===== src/rtl/bram_stream_pkg.sv =====
// Shared types for the BRAM stream reader: FSM encoding and return-FIFO sizing.
package bram_stream_pkg;

  typedef enum logic [1:0] {
    IDLE  = 2'd0,
    ISSUE = 2'd1,
    DRAIN = 2'd2
  } state_t;

  // Room for every read the BRAM pipeline can hold, plus one word draining and one landing.
  function automatic int fifo_depth(input int bram_latency);
    return bram_latency + 2;
  endfunction

endpackage


===== src/rtl/bram_rd_fifo.sv =====
// Small synchronous FIFO for BRAM return words; depth need not be a power of two.
// Zero-latency registered head; push accepted when full only alongside a pop.
module bram_rd_fifo #(
  parameter int WIDTH = 65,
  parameter int DEPTH = 4,
  localparam int PW = (DEPTH > 1) ? $clog2(DEPTH) : 1,
  localparam int CW = $clog2(DEPTH + 1)
) (
  input  logic             clk,
  input  logic             rst_n,
  input  logic             push,
  input  logic [WIDTH-1:0] wdata,
  input  logic             pop,
  output logic [WIDTH-1:0] rdata,
  output logic [CW-1:0]    count,
  output logic             full,
  output logic             empty
);

  logic [WIDTH-1:0] mem [DEPTH];
  logic [PW-1:0]    wr_ptr;
  logic [PW-1:0]    rd_ptr;
  logic             do_push;
  logic             do_pop;

  assign full    = (count == CW'(DEPTH));
  assign empty   = (count == '0);
  assign do_pop  = pop && !empty;
  assign do_push = push && (!full || do_pop);
  assign rdata   = mem[rd_ptr];

  function automatic logic [PW-1:0] ptr_inc(input logic [PW-1:0] p);
    return (p == PW'(DEPTH - 1)) ? '0 : p + 1'b1;
  endfunction

  always_ff @(posedge clk or negedge rst_n) begin
    if (!rst_n) begin
      for (int i = 0; i < DEPTH; i++) mem[i] <= '0;
      wr_ptr <= '0;
      rd_ptr <= '0;
      count  <= '0;
    end else begin
      if (do_push) begin
        mem[wr_ptr] <= wdata;
        wr_ptr      <= ptr_inc(wr_ptr);
      end
      if (do_pop) rd_ptr <= ptr_inc(rd_ptr);
      case ({do_push, do_pop})
        2'b10:   count <= count + 1'b1;
        2'b01:   count <= count - 1'b1;
        default: count <= count;
      endcase
    end
  end

endmodule


===== src/rtl/bram_stream_reader.sv =====
// Reads a (base, length) run of BRAM words and streams them out as AXI-Stream.
// First beat BRAM_LATENCY+2 cycles after start; credit-throttled reads give full tready backpressure.
module bram_stream_reader
  import bram_stream_pkg::*;
#(
  parameter int DATA_WIDTH   = 64,
  parameter int DATA_DEPTH   = 1024,
  parameter int BRAM_LATENCY = 2,
  parameter int ADDR_WIDTH   = $clog2(DATA_DEPTH),
  parameter int LEN_WIDTH    = ADDR_WIDTH + 1
) (
  input  logic                  clk,
  input  logic                  rst_n,
  input  logic                  start,
  input  logic [ADDR_WIDTH-1:0] base_addr,
  input  logic [LEN_WIDTH-1:0]  length,
  output logic                  busy,
  output logic                  done,
  output logic                  bram_en,
  output logic [ADDR_WIDTH-1:0] bram_addr,
  input  logic [DATA_WIDTH-1:0] bram_dout,
  output logic [DATA_WIDTH-1:0] m_axis_tdata,
  output logic                  m_axis_tvalid,
  input  logic                  m_axis_tready,
  output logic                  m_axis_tlast
);

  localparam int FIFO_DEPTH = fifo_depth(BRAM_LATENCY);
  localparam int CW         = $clog2(FIFO_DEPTH + 1);
  localparam int OW         = $clog2(FIFO_DEPTH + BRAM_LATENCY + 2) + 1;

  state_t                  state;
  state_t                  state_nxt;
  logic [ADDR_WIDTH-1:0]   addr_cnt;
  logic [LEN_WIDTH-1:0]    remaining;
  logic                    en_last;
  logic [BRAM_LATENCY-1:0] sr_vld;
  logic [BRAM_LATENCY-1:0] sr_last;
  logic [CW-1:0]           fifo_count;
  logic                    fifo_full;
  logic                    fifo_empty;
  logic [DATA_WIDTH:0]     fifo_rdata;
  logic [OW-1:0]           outstanding;
  logic                    pop;
  logic                    credit;
  logic                    issue;
  logic                    accept;
  logic                    finish;

  assign pop    = m_axis_tvalid && m_axis_tready;
  assign accept = (state == IDLE) && start;
  assign finish = (state == DRAIN) && pop && m_axis_tlast;

  // Reads in the BRAM pipeline (registered enable plus shift stages) plus words buffered.
  always_comb begin
    outstanding = OW'(fifo_count) + OW'(bram_en);
    for (int i = 0; i < BRAM_LATENCY; i++) outstanding = outstanding + OW'(sr_vld[i]);
  end

  // A word popped this edge frees its slot in time for the read issued on the same edge.
  assign credit = outstanding < (OW'(FIFO_DEPTH) + OW'(pop));

  always_ff @(posedge clk or negedge rst_n) begin
    if (!rst_n) state <= IDLE;
    else        state <= state_nxt;
  end

  always_comb begin
    state_nxt = state;
    unique case (state)
      IDLE:    if (start && (length != '0)) state_nxt = ISSUE;
      ISSUE:   if (issue && (remaining == LEN_WIDTH'(1))) state_nxt = DRAIN;
      DRAIN:   if (finish) state_nxt = IDLE;
      default: state_nxt = IDLE;
    endcase
  end

  always_comb begin
    busy  = (state != IDLE);
    issue = (state == ISSUE) && credit;
  end

  always_ff @(posedge clk or negedge rst_n) begin
    if (!rst_n) begin
      done      <= 1'b0;
      bram_en   <= 1'b0;
      bram_addr <= '0;
      en_last   <= 1'b0;
      addr_cnt  <= '0;
      remaining <= '0;
      sr_vld    <= '0;
      sr_last   <= '0;
    end else begin
      done    <= (accept && (length == '0)) || finish;
      bram_en <= issue;
      if (accept) begin
        addr_cnt  <= base_addr;
        remaining <= length;
      end else if (issue) begin
        addr_cnt  <= (addr_cnt == ADDR_WIDTH'(DATA_DEPTH - 1)) ? '0 : addr_cnt + 1'b1;
        remaining <= remaining - 1'b1;
      end
      if (issue) begin
        bram_addr <= addr_cnt;
        en_last   <= (remaining == LEN_WIDTH'(1));
      end
      // Stage BRAM_LATENCY-1 lines up with bram_dout for the read enabled BRAM_LATENCY cycles earlier.
      sr_vld[0]  <= bram_en;
      sr_last[0] <= bram_en && en_last;
      for (int i = 1; i < BRAM_LATENCY; i++) begin
        sr_vld[i]  <= sr_vld[i-1];
        sr_last[i] <= sr_last[i-1];
      end
    end
  end

  bram_rd_fifo #(
    .WIDTH(DATA_WIDTH + 1),
    .DEPTH(FIFO_DEPTH)
  ) u_fifo (
    .clk  (clk),
    .rst_n(rst_n),
    .push (sr_vld[BRAM_LATENCY-1]),
    .wdata({sr_last[BRAM_LATENCY-1], bram_dout}),
    .pop  (pop),
    .rdata(fifo_rdata),
    .count(fifo_count),
    .full (fifo_full),
    .empty(fifo_empty)
  );

  assign m_axis_tvalid = !fifo_empty;
  assign m_axis_tdata  = fifo_empty ? '0 : fifo_rdata[DATA_WIDTH-1:0];
  assign m_axis_tlast  = !fifo_empty && fifo_rdata[DATA_WIDTH];

  no_overflow: assert property (@(posedge clk) disable iff (!rst_n)
    !(fifo_full && sr_vld[BRAM_LATENCY-1] && !pop));

endmodule


===== config.mk =====
export PLATFORM = sky130hd
export DESIGN_NAME = bram_stream_reader
export DESIGN_NICKNAME = d
export VERILOG_FILES = /design/src/rtl/bram_stream_pkg.sv /design/src/rtl/bram_rd_fifo.sv /design/src/rtl/bram_stream_reader.sv
export SDC_FILE = /design/constraint.sdc
export NUM_CORES = 1
export LEC_CHECK = 0
export ABC_AREA = 1
export BUFFER_PORTS_ARGS = -buffer_cell sky130_fd_sc_hd__buf_2
export CORE_ASPECT_RATIO = 0.5
export CORE_MARGIN = 4
export CORE_UTILIZATION = 53
export CTS_CLUSTER_SIZE = 24
export DETAILED_ROUTE_END_ITERATION = 16
export PLACE_DENSITY = 0.87
export SLEW_MARGIN = 10
export SYNTH_ARGS = -nofsm -noshare
export SYNTH_HDL_FRONTEND = slang
export SYNTH_SLANG_ARGS = --single-unit

===== constraint.sdc =====
create_clock -name clk -period 2.65 [get_ports clk]
set_clock_uncertainty 0.1 [all_clocks]
set_input_delay 0.1325 -clock clk [delete_from_list [all_inputs] [get_ports clk]]
set_output_delay 0.1325 -clock clk [all_outputs]
set_load 0.005 [all_outputs]

==> impl_metrics.csv, run 1 <==
group,metric,value,unit
clock_network,clock_sinks,307,
route,finalWirelength,40300,um
clock_network,clock_path_buffers,3,
route,vias,13467,
final_layout,mostFrequentLayoutCells,"495 x nand2_1, 403 x o21ai_0, 305 x dfrtp_1",
synthesis,ys_seq_elements,307,
sta,fin_ws,-0.0200,ns
global_route,antenna_found_initial,1,
worst_setup_path,cp_slowest_stage_delay,0.55,ns
final_layout,final_cells,2428,
global_route,grt_pass1_vias,13141,
worst_setup_path,crit_path_max_fanout,7,
sta,fin_crit,2.67,ns
route,drcViolationCount,0,
worst_setup_path,startpoint,"bram_en",
power,leakagePower,8.52,nW
final_layout,multi_input_area,5810,sq um
placed_design,io_buffers,167,
synthesis,yosys_warnings,0,
route,drt_iter0_markers,1358,
synthesis,synth_top_cell_area_share,52.2,%
sta,post-route-period-util,101,%
die,die_h,126,um
power,p_total,0.0234,W
route,detail-route-antenna-nets,0,
worst_setup_path,r2r-start,"bram_en",
worst_setup_path,cp_top_family,"adder cells",
die,start_util,54.7,%
global_route,grt-ovfl-total,0,
clock_network,numCtsBuffers,27,
synthesis,yosys-top-cells-area,"dfrtp_1 52%, o21ai_0 14%, nand2_1 13%, a21oi_1 6.8%, inv_1 4.2%",
die,core_area,26900,sq um
clock_network,cts_tree,"yes",
hold_path,hold_class,"primary input to register",
worst_setup_path,crit_type,"register to register",
placed_design,dpl.hpwl,23000,um
sta,hold_viol,0,
placed_design,dp_cells,2287,
power,irDropWorstVdd,0.999,mV
sta,max_slew.worst_pin.slew,0.745,ns
global_route,grt_max_degree,113,
synthesis,synth_cells,1839,
worst_setup_path,slowest_stage,"fa_1",
worst_setup_path,end_kind,"register",
worst_setup_path,required,3.03,ns
synthesis,post-synth-top-area-cell,"dfrtp_1",
global_route,globalRouteTotalUtil,25.6,%
power,power_density,1330,nW/um^2
clock_network,clock_latency,0.54,ns
worst_setup_path,critPathLaunchType,"register",
worst_setup_path,path_buf_inv,5,
hold_path,hp-start,"m_axis_tready",
sta,drv_slew,0,
route,viasPerCell,5.55,
synthesis,synth_fp_nets,1942,
synthesis,syn_area,14700,sq um
synthesis,ys_types,29,
route,routedWlPerCell,16.6,um
clock_network,clk_pin_slew,0.07,ns
die,fp.dieArea,30700,sq um
die,num_rows,42,
clock_network,htreeDepth,1,
die,pin_count,168,
outcome,status,"finished, violations left",
synthesis,seq_area_frac_synth,52.2,%
synthesis,syn_area_per_cell,8.00,sq um
sta,rsz0062_at_grt,"yes",
placed_design,dp_worst_setup_slack,-0.0864,ns
worst_setup_path,path_cells,"fa_1, ha_2, inv_2, fa_1, inv_1, nor2_2, nand3_2, nand2_2, nand2_4, buf_12, clkinv_8, buf_12, nand2_2, nand3_2",
sta,finalSetupViolCount,4,
route,firstDrtPassIters,5,
placed_design,gp_congestion,0.869,
job,drv_cap,0,
final_layout,drive_gt1_share,13.8,%
outcome,violations,"negative setup slack",
sta,max_freq,375,MHz
worst_setup_path,cp_data_arrival_time,3.05,ns
final_layout,nets,2135,
global_route,grt_pass1_wl,65800,um
clock_network,cts_root_buf,"clkbuf_16",
final_layout,syn_to_final_growth,20.0,%
final_layout,final_common_cell,"nand2_1",
sta,max_slew_margin,50.3,%
die,fp.dieW,244,um
final_layout,fill_cells,2049,
final_layout,seqCellArea,7690,sq um
[metal layers]
metal,wire length (um),GRT usage (%)
met5,0,0
met4,1270,8.76
met3,3130,4.23
met2,19500,42.7
met1,16400,34.6
[power by group]
| group | internal, W | switching (W) | total, W |
|---|---|---|---|
| clock | 0.00213 | 0.00175 | 0.00388 |
| sequential | 0.00691 | 0.000956 | 0.00787 |
| combinational | 0.00423 | 0.00746 | 0.0117 |
| total | 0.0133 | 0.0102 | 0.0234 |
[synthesized netlist by cell type]
master / number
nand2_1: 502
o21ai_0: 403
dfrtp_1: 307
a21oi_1: 199
inv_1: 166
buf_2: 60
nand3_1: 48
clkbuf_1: 43
nor2_1: 30
buf_6: 12
ha_1: 11
buf_1: 10
o21ai_2: 6
xnor2_1: 5
buf_4: 4
nor2_2: 4
o21ai_1: 4
xor2_1: 4
fa_1: 3
inv_2: 3
nand2_2: 3
nand3_2: 2
nand3b_1: 2
nor3_1: 2
nor4_1: 2
a31oi_1: 1
buf_8: 1
inv_6: 1
nand4_1: 1
[timing repair]
item                                    in CTS  in global routing
endpoints found under the hold margin      586                  0
setup buffers                                1                  0
endpoints found under the setup margin      26                 32
pin swaps                                    3                  4
resized for setup                            9                 13
hold buffers                                89                  0
gates cloned                                 0                  0
[sequential cells by signal, indices dropped and copies added (netlist names)]
name,count
sr_vld,2
en_last,1
bram_en,1
done,1
u_fifo.rd_ptr,2
sr_last,2
addr_cnt,10
u_fifo.wr_ptr,2
bram_addr,10
remaining,11
state,2
u_fifo.count,3
u_fifo.mem,260
[tightest hold or removal path, delay by kind of cell]
kind            cells  cell delay, ns
simple gates        3            0.31
buf+inv             2            0.16
compound gates      1            0.05
[final cells by class]
class | count | share of cell area, %
antenna | 1 | 0.0142
clock inverter | 8 | 0.390
multi-input combinational | 1232 | 32.9
sequential | 307 | 43.5
tap | 374 | 2.65
inverter | 170 | 3.70
timing repair buffer | 294 | 12.4
clock buffer | 42 | 4.43
[cell families (layout without fill, tap and decap cells)]
| logic type | Yosys count | in the layout | share of synthesized area (%) |
|---|---|---|---|
| XOR/XNOR | 9 | 9 | 0.536 |
| adder cells (fa/ha/maj) | 14 | 14 | 1.34 |
| AND/OR/NAND/NOR | 596 | 596 | 15.9 |
| flip-flops | 307 | 307 | 52.2 |
| AO/OA/AOI/OAI | 613 | 613 | 21.0 |
| other | 0 | 1 | 0 |
| buffers and inverters | 300 | 514 | 8.99 |
[per-stage QoR]
stage          TNS [ns]  util (%)  hold WS, ns  area, sq um
6_report        -0.0243      65.6       0.0598        17700
2_1_floorplan         0         -       -0.263        14700
3_3_place_gp          0      58.8      -0.0282        15800
5_1_grt           -1.27      65.6       0.0754        17700
4_1_cts        -0.00390      65.4       0.0326        17600
3_5_place_dp     -0.859      58.8      -0.0244        15800
[final timing paths]
| check | end | slack (ns) | cells after the start |
|---|---|---|---|
| setup / recovery | remaining[10] | -0.02 | 14 |
| hold / removal | u_fifo.wr_ptr[1] | 0.06 | 6 |
| setup reg to reg | remaining[10] | -0.02 | 14 |
| hold reg to reg | sr_last[1] | 0.27 | 0 |
| max in group asynchronous | sr_vld[1] | 0.74 | 4 |
| min in group asynchronous | remaining[6] | 0.52 | 3 |
Note: power is estimated with default switching activity, not from simulation.
==> run 2: changes to the inputs <==
--- a/config.mk
+++ b/config.mk
@@ -9,11 +9,12 @@
 export BUFFER_PORTS_ARGS = -buffer_cell sky130_fd_sc_hd__buf_2
 export CORE_ASPECT_RATIO = 0.5
 export CORE_MARGIN = 4
-export CORE_UTILIZATION = 53
+export CORE_UTILIZATION = 54
 export CTS_CLUSTER_SIZE = 24
 export DETAILED_ROUTE_END_ITERATION = 16
-export PLACE_DENSITY = 0.87
+export PLACE_DENSITY = 0.88
 export SLEW_MARGIN = 10
 export SYNTH_ARGS = -nofsm -noshare
 export SYNTH_HDL_FRONTEND = slang
+export SYNTH_HIERARCHICAL = 1
 export SYNTH_SLANG_ARGS = --single-unit
==> run 2 against run 1 <==
Net effect:
- via count up 19%
- highest routed layer is now met5
- total power up 14%
- largest cell class unchanged
- maximum frequency up 0.61%
- register-to-register slack better by 0.02 ns
- the run still ends with negative setup slack left
- clock-buffer cell count down 6
- largest power group unchanged
- setup slack better by 0.016 ns
==> impl_metrics.csv, run 2 <==
group,metric,value,unit
clock_network,numCtsBuffers,27,
sta,max_slew.worst_pin.slew,1.21,ns
placed_design,gp_congestion,0.851,
clock_network,clk_pin_slew,0.07,ns
global_route,antenna_found_initial,1,
job,drv_cap,0,
synthesis,synth_fp_nets,2122,
die,fp.dieArea,32200,sq um
synthesis,synth_cells,2019,
worst_setup_path,required,3.00,ns
route,detail-route-antenna-nets,0,
route,routedWlPerCell,18.9,um
outcome,status,"finished, violations left",
hold_path,hold_class,"primary input to asynchronous set/reset pin",
placed_design,io_buffers,167,
route,finalWirelength,48900,um
worst_setup_path,end_kind,"register",
sta,post-route-period-util,100,%
clock_network,clock_sinks,307,
worst_setup_path,reg2reg_to,"remaining[9]",
final_layout,mostFrequentLayoutCells,"632 x nand2_1, 304 x dfrtp_1, 262 x nand4_1",
worst_setup_path,crit_path_end,"remaining[9]",
final_layout,reg_top3,"u_fifo/mem x260, remaining x11",
synthesis,syn_area_per_cell,7.81,sq um
synthesis,yosys_warnings,6,
die,core_area,28200,sq um
route,drcViolationCount,0,
power,power_density,1420,nW/um^2
worst_setup_path,r2r_cells,14,
worst_setup_path,crit_type,"register to register",
global_route,grt_pass1_vias,15547,
final_layout,diodes,0,
global_route,grt-ovfl-total,0,
global_route,globalRouteTotalUtil,29.2,%
route,firstDrtPassIters,8,
sta,fin_crit,2.65,ns
worst_setup_path,critPathLaunchType,"register",
global_route,grt_pass1_wl,78100,um
die,pin_count,168,
placed_design,dpl.hpwl,25900,um
global_route,grt_max_degree,266,
outcome,violations,"negative setup slack",
power,leakagePower,9.80,nW
sta,setup-tns-final,-0.00382,ns
final_layout,final_cells,2590,
worst_setup_path,startpoint,"bram_en",
clock_network,clock_path_buffers,3,
power,irDropWorstVdd,1.18,mV
sta,max_slew_margin,19.2,%
sta,fin_ws,-0.00382,ns
die,fp.dieW,250,um
die,num_rows,43,
route,viasPerCell,6.16,
final_layout,largest_reg_flops,260,
sta,finalSetupViolCount,1,
final_layout,final_cell_area,18900,sq um
worst_setup_path,r2r-start,"bram_en",
placed_design,dp_cells,2446,
clock_network,cts_root_buf,"clkbuf_16",
die,die_h,129,um
final_layout,final_common_cell,"nand2_1",
final_layout,regMostFlops,"u_fifo/mem",
power,p_total,0.0268,W
final_layout,drive_gt1_share,14.6,%
final_layout,syn_to_final_growth,19.8,%
placed_design,dp_worst_setup_slack,-0.0524,ns
clock_network,cts_tree,"yes",
route,drt_iter0_markers,2202,
sta,drv_slew,0,
synthesis,syn_area,15800,sq um
sta,max_freq,377,MHz
clock_network,clock_latency,0.57,ns
clock_network,htreeDepth,1,
placed_design,dpl_cell_area,16700,sq um
sta,rsz0062_at_grt,"yes",
worst_setup_path,cp_data_arrival_time,3.00,ns
sta,hold_viol,0,
worst_setup_path,r2r_setup_slack,-0.004,ns
worst_setup_path,crit_path_max_fanout,5,
die,start_util,55.8,%
route,vias,15967,
final_layout,nets,2290,
final_layout,fill_cells,2033,
==> run 2: timing repair <==
item,CTS,global route
gates cloned,0,3
endpoints found under the hold margin,587,0
setup endpoints to repair,67,72
pin swaps,0,5
hold buffers,88,0
resized for setup,3,51
buffers inserted,0,3
==> run 2: critical path, stage by stage, from the launching register on <==
cell     delay (ns)
dfrtp_1        0.41
fa_1           0.55
ha_2           0.18
inv_2          0.04
fa_1           0.47
inv_1          0.04
nor2_1         0.08
nand2_1        0.07
nand2_2        0.11
nand2_4        0.11
buf_6          0.16
nand3_1        0.07
nand2_1        0.07
inv_1          0.05
nand2_1        0.04
==> run 2: final cells by class <==
cell class / instances / area (sq um) / area share [%]
flip-flops and latches: 307 / 7690 / 40.7
multi-input cells: 1430 / 6850 / 36.3
repair buffers: 308 / 2370 / 12.5
clock buffers: 36 / 790 / 4.18
well taps: 382 / 478 / 2.53
inverters: 113 / 444 / 2.35
clock inverters: 14 / 265 / 1.40
==> run 2: per-stage QoR <==
stage / hold WS [ns] / utilization, %
2_1_floorplan: -0.263 / -
3_3_place_gp: 0.0389 / 59.1
3_5_place_dp: 0.0471 / 59.1
4_1_cts: 0.0417 / 65.9
5_1_grt: 0.0672 / 66.9
6_report: 0.0336 / 66.9
==> run 2: how the worst min path moves through the flow <==
| stage | from | to | slack [ns] | depth (start not counted) |
|---|---|---|---|---|
| after floorplan | rst_n | addr_cnt[0] | -0.26 | 0 |
| after global placement | rst_n | remaining[4] | 0.04 | 1 |
| after detailed placement | rst_n | remaining[4] | 0.05 | 1 |
| after CTS | rst_n | remaining[4] | 0.04 | 2 |
| after global routing | rst_n | remaining[7] | 0.07 | 2 |
| final | rst_n | remaining[7] | 0.03 | 2 |
==> run 2: metal layers <==
layer  global-route usage (%)  wire, um
met5                        0        13
met4                     12.7      1840
met3                     6.14      5510
met2                     49.0     23700
met1                     37.3     17800
==> run 2: power breakdown <==
group	internal [W]	total, W	switching, W
registers	0.00684	0.00822	0.00138
clock network	0.00279	0.00467	0.00188
logic	0.00489	0.0139	0.00904
total	0.0145	0.0268	0.0123
==> run 3: changes to the inputs <==
--- a/config.mk
+++ b/config.mk
@@ -9,10 +9,10 @@
 export BUFFER_PORTS_ARGS = -buffer_cell sky130_fd_sc_hd__buf_2
 export CORE_ASPECT_RATIO = 0.5
 export CORE_MARGIN = 4
-export CORE_UTILIZATION = 54
+export CORE_UTILIZATION = 59
 export CTS_CLUSTER_SIZE = 24
 export DETAILED_ROUTE_END_ITERATION = 16
-export PLACE_DENSITY = 0.88
+export PLACE_DENSITY = 0.91
 export SLEW_MARGIN = 10
 export SYNTH_ARGS = -nofsm -noshare
 export SYNTH_HDL_FRONTEND = slang
==> constraint.sdc (replaced) <==
create_clock -name clk -period 3 [get_ports clk]
set_clock_uncertainty 0.1 [all_clocks]
set_input_delay 0.15 -clock clk [delete_from_list [all_inputs] [get_ports clk]]
set_output_delay 0.15 -clock clk [all_outputs]
set_load 0.005 [all_outputs]
==> run 3 against run 2 <==
Net effect:
- the flow now finishes without violations
- total power shrank 18%
- cell count shrank 2.4%
- utilization grew 3.9 points
- combinational power shrank 19%
- non-clock buffer count shrank 19
- critical path depth shrank 7
- sequential share of layout area grew 1.5 points
- largest cell class unchanged
- largest power group unchanged
==> impl_metrics.csv, run 3 (synthesis gave the netlist of run 2 again) <==
group,metric,value,unit
power,p_sw,0.0103,W
die,pin_count,168,
power,power.internal,0.0117,W
die,core_area,25800,sq um
route,finalWirelength,47100,um
power,pwr-share-clk,15.7,%
route,firstDrtPassIters,6,
final_layout,largest_reg_flops,260,
power,leakagePower,9.49,nW
power,netSwitchingFraction,46.8,%
clock_network,clock_sinks,307,
clock_network,clock_path_buffers,3,
sta,setup-tns-final,0,ns
sta,fin_crit,2.84,ns
final_layout,nets,2270,
placed_design,gp_congestion,0.847,
worst_setup_path,r2r_setup_slack,0.22,ns
worst_setup_path,cp_data_arrival_time,2.59,ns
clock_network,cts_root_buf,"clkbuf_16",
global_route,grt_max_degree,193,
final_layout,drive_gt1_share,12.2,%
worst_setup_path,crit_path_max_fanout,41,
route,detail-route-antenna-nets,0,
worst_setup_path,critPathLaunchType,"register",
global_route,antenna_found_initial,2,
outcome,status,"complete, no violations",
global_route,grt_pass1_wl,75700,um
hold_path,whs_path_depth,6,
die,fp.dieArea,29600,sq um
die,fp.dieW,239,um
route,drt_iter0_markers,2266,
final_layout,seqCellArea,7690,sq um
placed_design,io_buffers,167,
route,drcViolationCount,0,
sta,drv_slew,0,
worst_setup_path,required,2.75,ns
worst_setup_path,end_kind,"primary output",
sta,rsz0062_at_grt,"no",
global_route,globalRouteTotalUtil,31.3,%
power,p_seq_share,33.2,%
sta,finalSetupViolCount,0,
global_route,grt-ovfl-total,0,
final_layout,fill_cells,1847,
sta,max_slew_margin,34.8,%
job,drv_cap,0,
final_layout,reg_top3,"u_fifo/mem x260, remaining x11",
clock_network,htreeDepth,1,
final_layout,mostFrequentLayoutCells,"642 x nand2_1, 304 x dfrtp_1, 262 x nand4_1",
clock_network,numCtsBuffers,27,
hold_path,hold_class,"primary input to register",
worst_setup_path,crit_type,"register to primary output",
die,die_h,124,um
placed_design,dpl.hpwl,24700,um
final_layout,final_common_cell,"nand2_1",
global_route,grt_pass1_vias,15166,
placed_design,dp_cells,2395,
final_layout,regMostFlops,"u_fifo/mem",
power,p_total,0.0220,W
route,viasPerCell,6.19,
worst_setup_path,r2r_cells,12,
clock_network,cts_tree,"yes",
power,irDropWorstVdd,0.969,mV
sta,post-route-period-util,94.7,%
clock_network,post_cts_buffers,0,
die,start_util,61.3,%
final_layout,final_cells,2529,
route,vias,15642,
power,p_comb_share,51.2,%
clock_network,clock_latency,0.54,ns
final_layout,syn_to_final_growth,15.6,%
power,power_density,1200,nW/um^2
final_layout,multi_input_area,6730,sq um
sta,hold_viol,0,
sta,max_slew.worst_pin.slew,0.978,ns
route,routedWlPerCell,18.6,um
clock_network,clk_pin_slew,0.07,ns
sta,max_freq,352,MHz
die,num_rows,41,
## run 3: worst paths after layout
check	startpoint	to
min in group asynchronous	rst_n	done
max in group asynchronous	rst_n	u_fifo/mem[73]
worst min register to register	sr_last[0]	sr_last[1]
worst max register to register	bram_en	addr_cnt[9]
worst min-delay path	m_axis_tready	state[1]
worst max-delay path	u_fifo/rd_ptr[0]	m_axis_tdata[63]
## run 3: worst max-delay path, cell delays in order, from the launching register on
cell and delay [ns]:
dfrtp_4 0.63, inv_4 0.44, buf_12 0.29, nor2_1 0.07, o22ai_1 0.17, inv_1 0.06, nor2_1 0.20, buf_2 0.17
## run 3: layout make-up
cell class	instances	area share, %
diodes	1	0.0137
flip-flops and latches	307	42.2
clock buffers	43	4.37
repair buffers	289	11.5
well taps	344	2.36
clock inverters	3	0.240
multi-input cells	1429	36.9
inverters	113	2.35
## run 3: metrics by stage
step                util [%]  setup slack [ns]  area, sq um  hold slack [ns]
floorplan                  -             0.486        15800           -0.246
global placement        64.1             0.224        16500           -0.133
detailed placement      64.1             0.127        16500           -0.133
CTS                     70.8            0.0875        18200           0.0401
global route            70.8            0.0534        18200           0.0812
finish                  70.8             0.160        18200           0.0698
## run 3: metal layers
layer	GRT usage [%]	part of all wire, %	up-vias
li1	-	-	7012
met1	41.8	38	7334
met2	51.9	48	1118
met3	5.69	11	176
met4	12.0	3.2	2
met5	0	0.028	-
## run 3: power groups by stage
stage,combinational [W],sequential [W],clock [W]
2_1_floorplan,0.00781,0.00689,0
3_3_place_gp,0.0103,0.00717,0
3_5_place_dp,0.0107,0.00724,0
4_1_cts,0.0109,0.00722,0.00343
5_1_grt,0.0124,0.00748,0.00362
6_report,0.0112,0.00728,0.00344
## run 3: timing repair
item	4_1_cts	5_1_grt
resized for setup	0	2
hold buffers	87	0
endpoints found under the setup margin	0	5
hold endpoints to repair	586	0
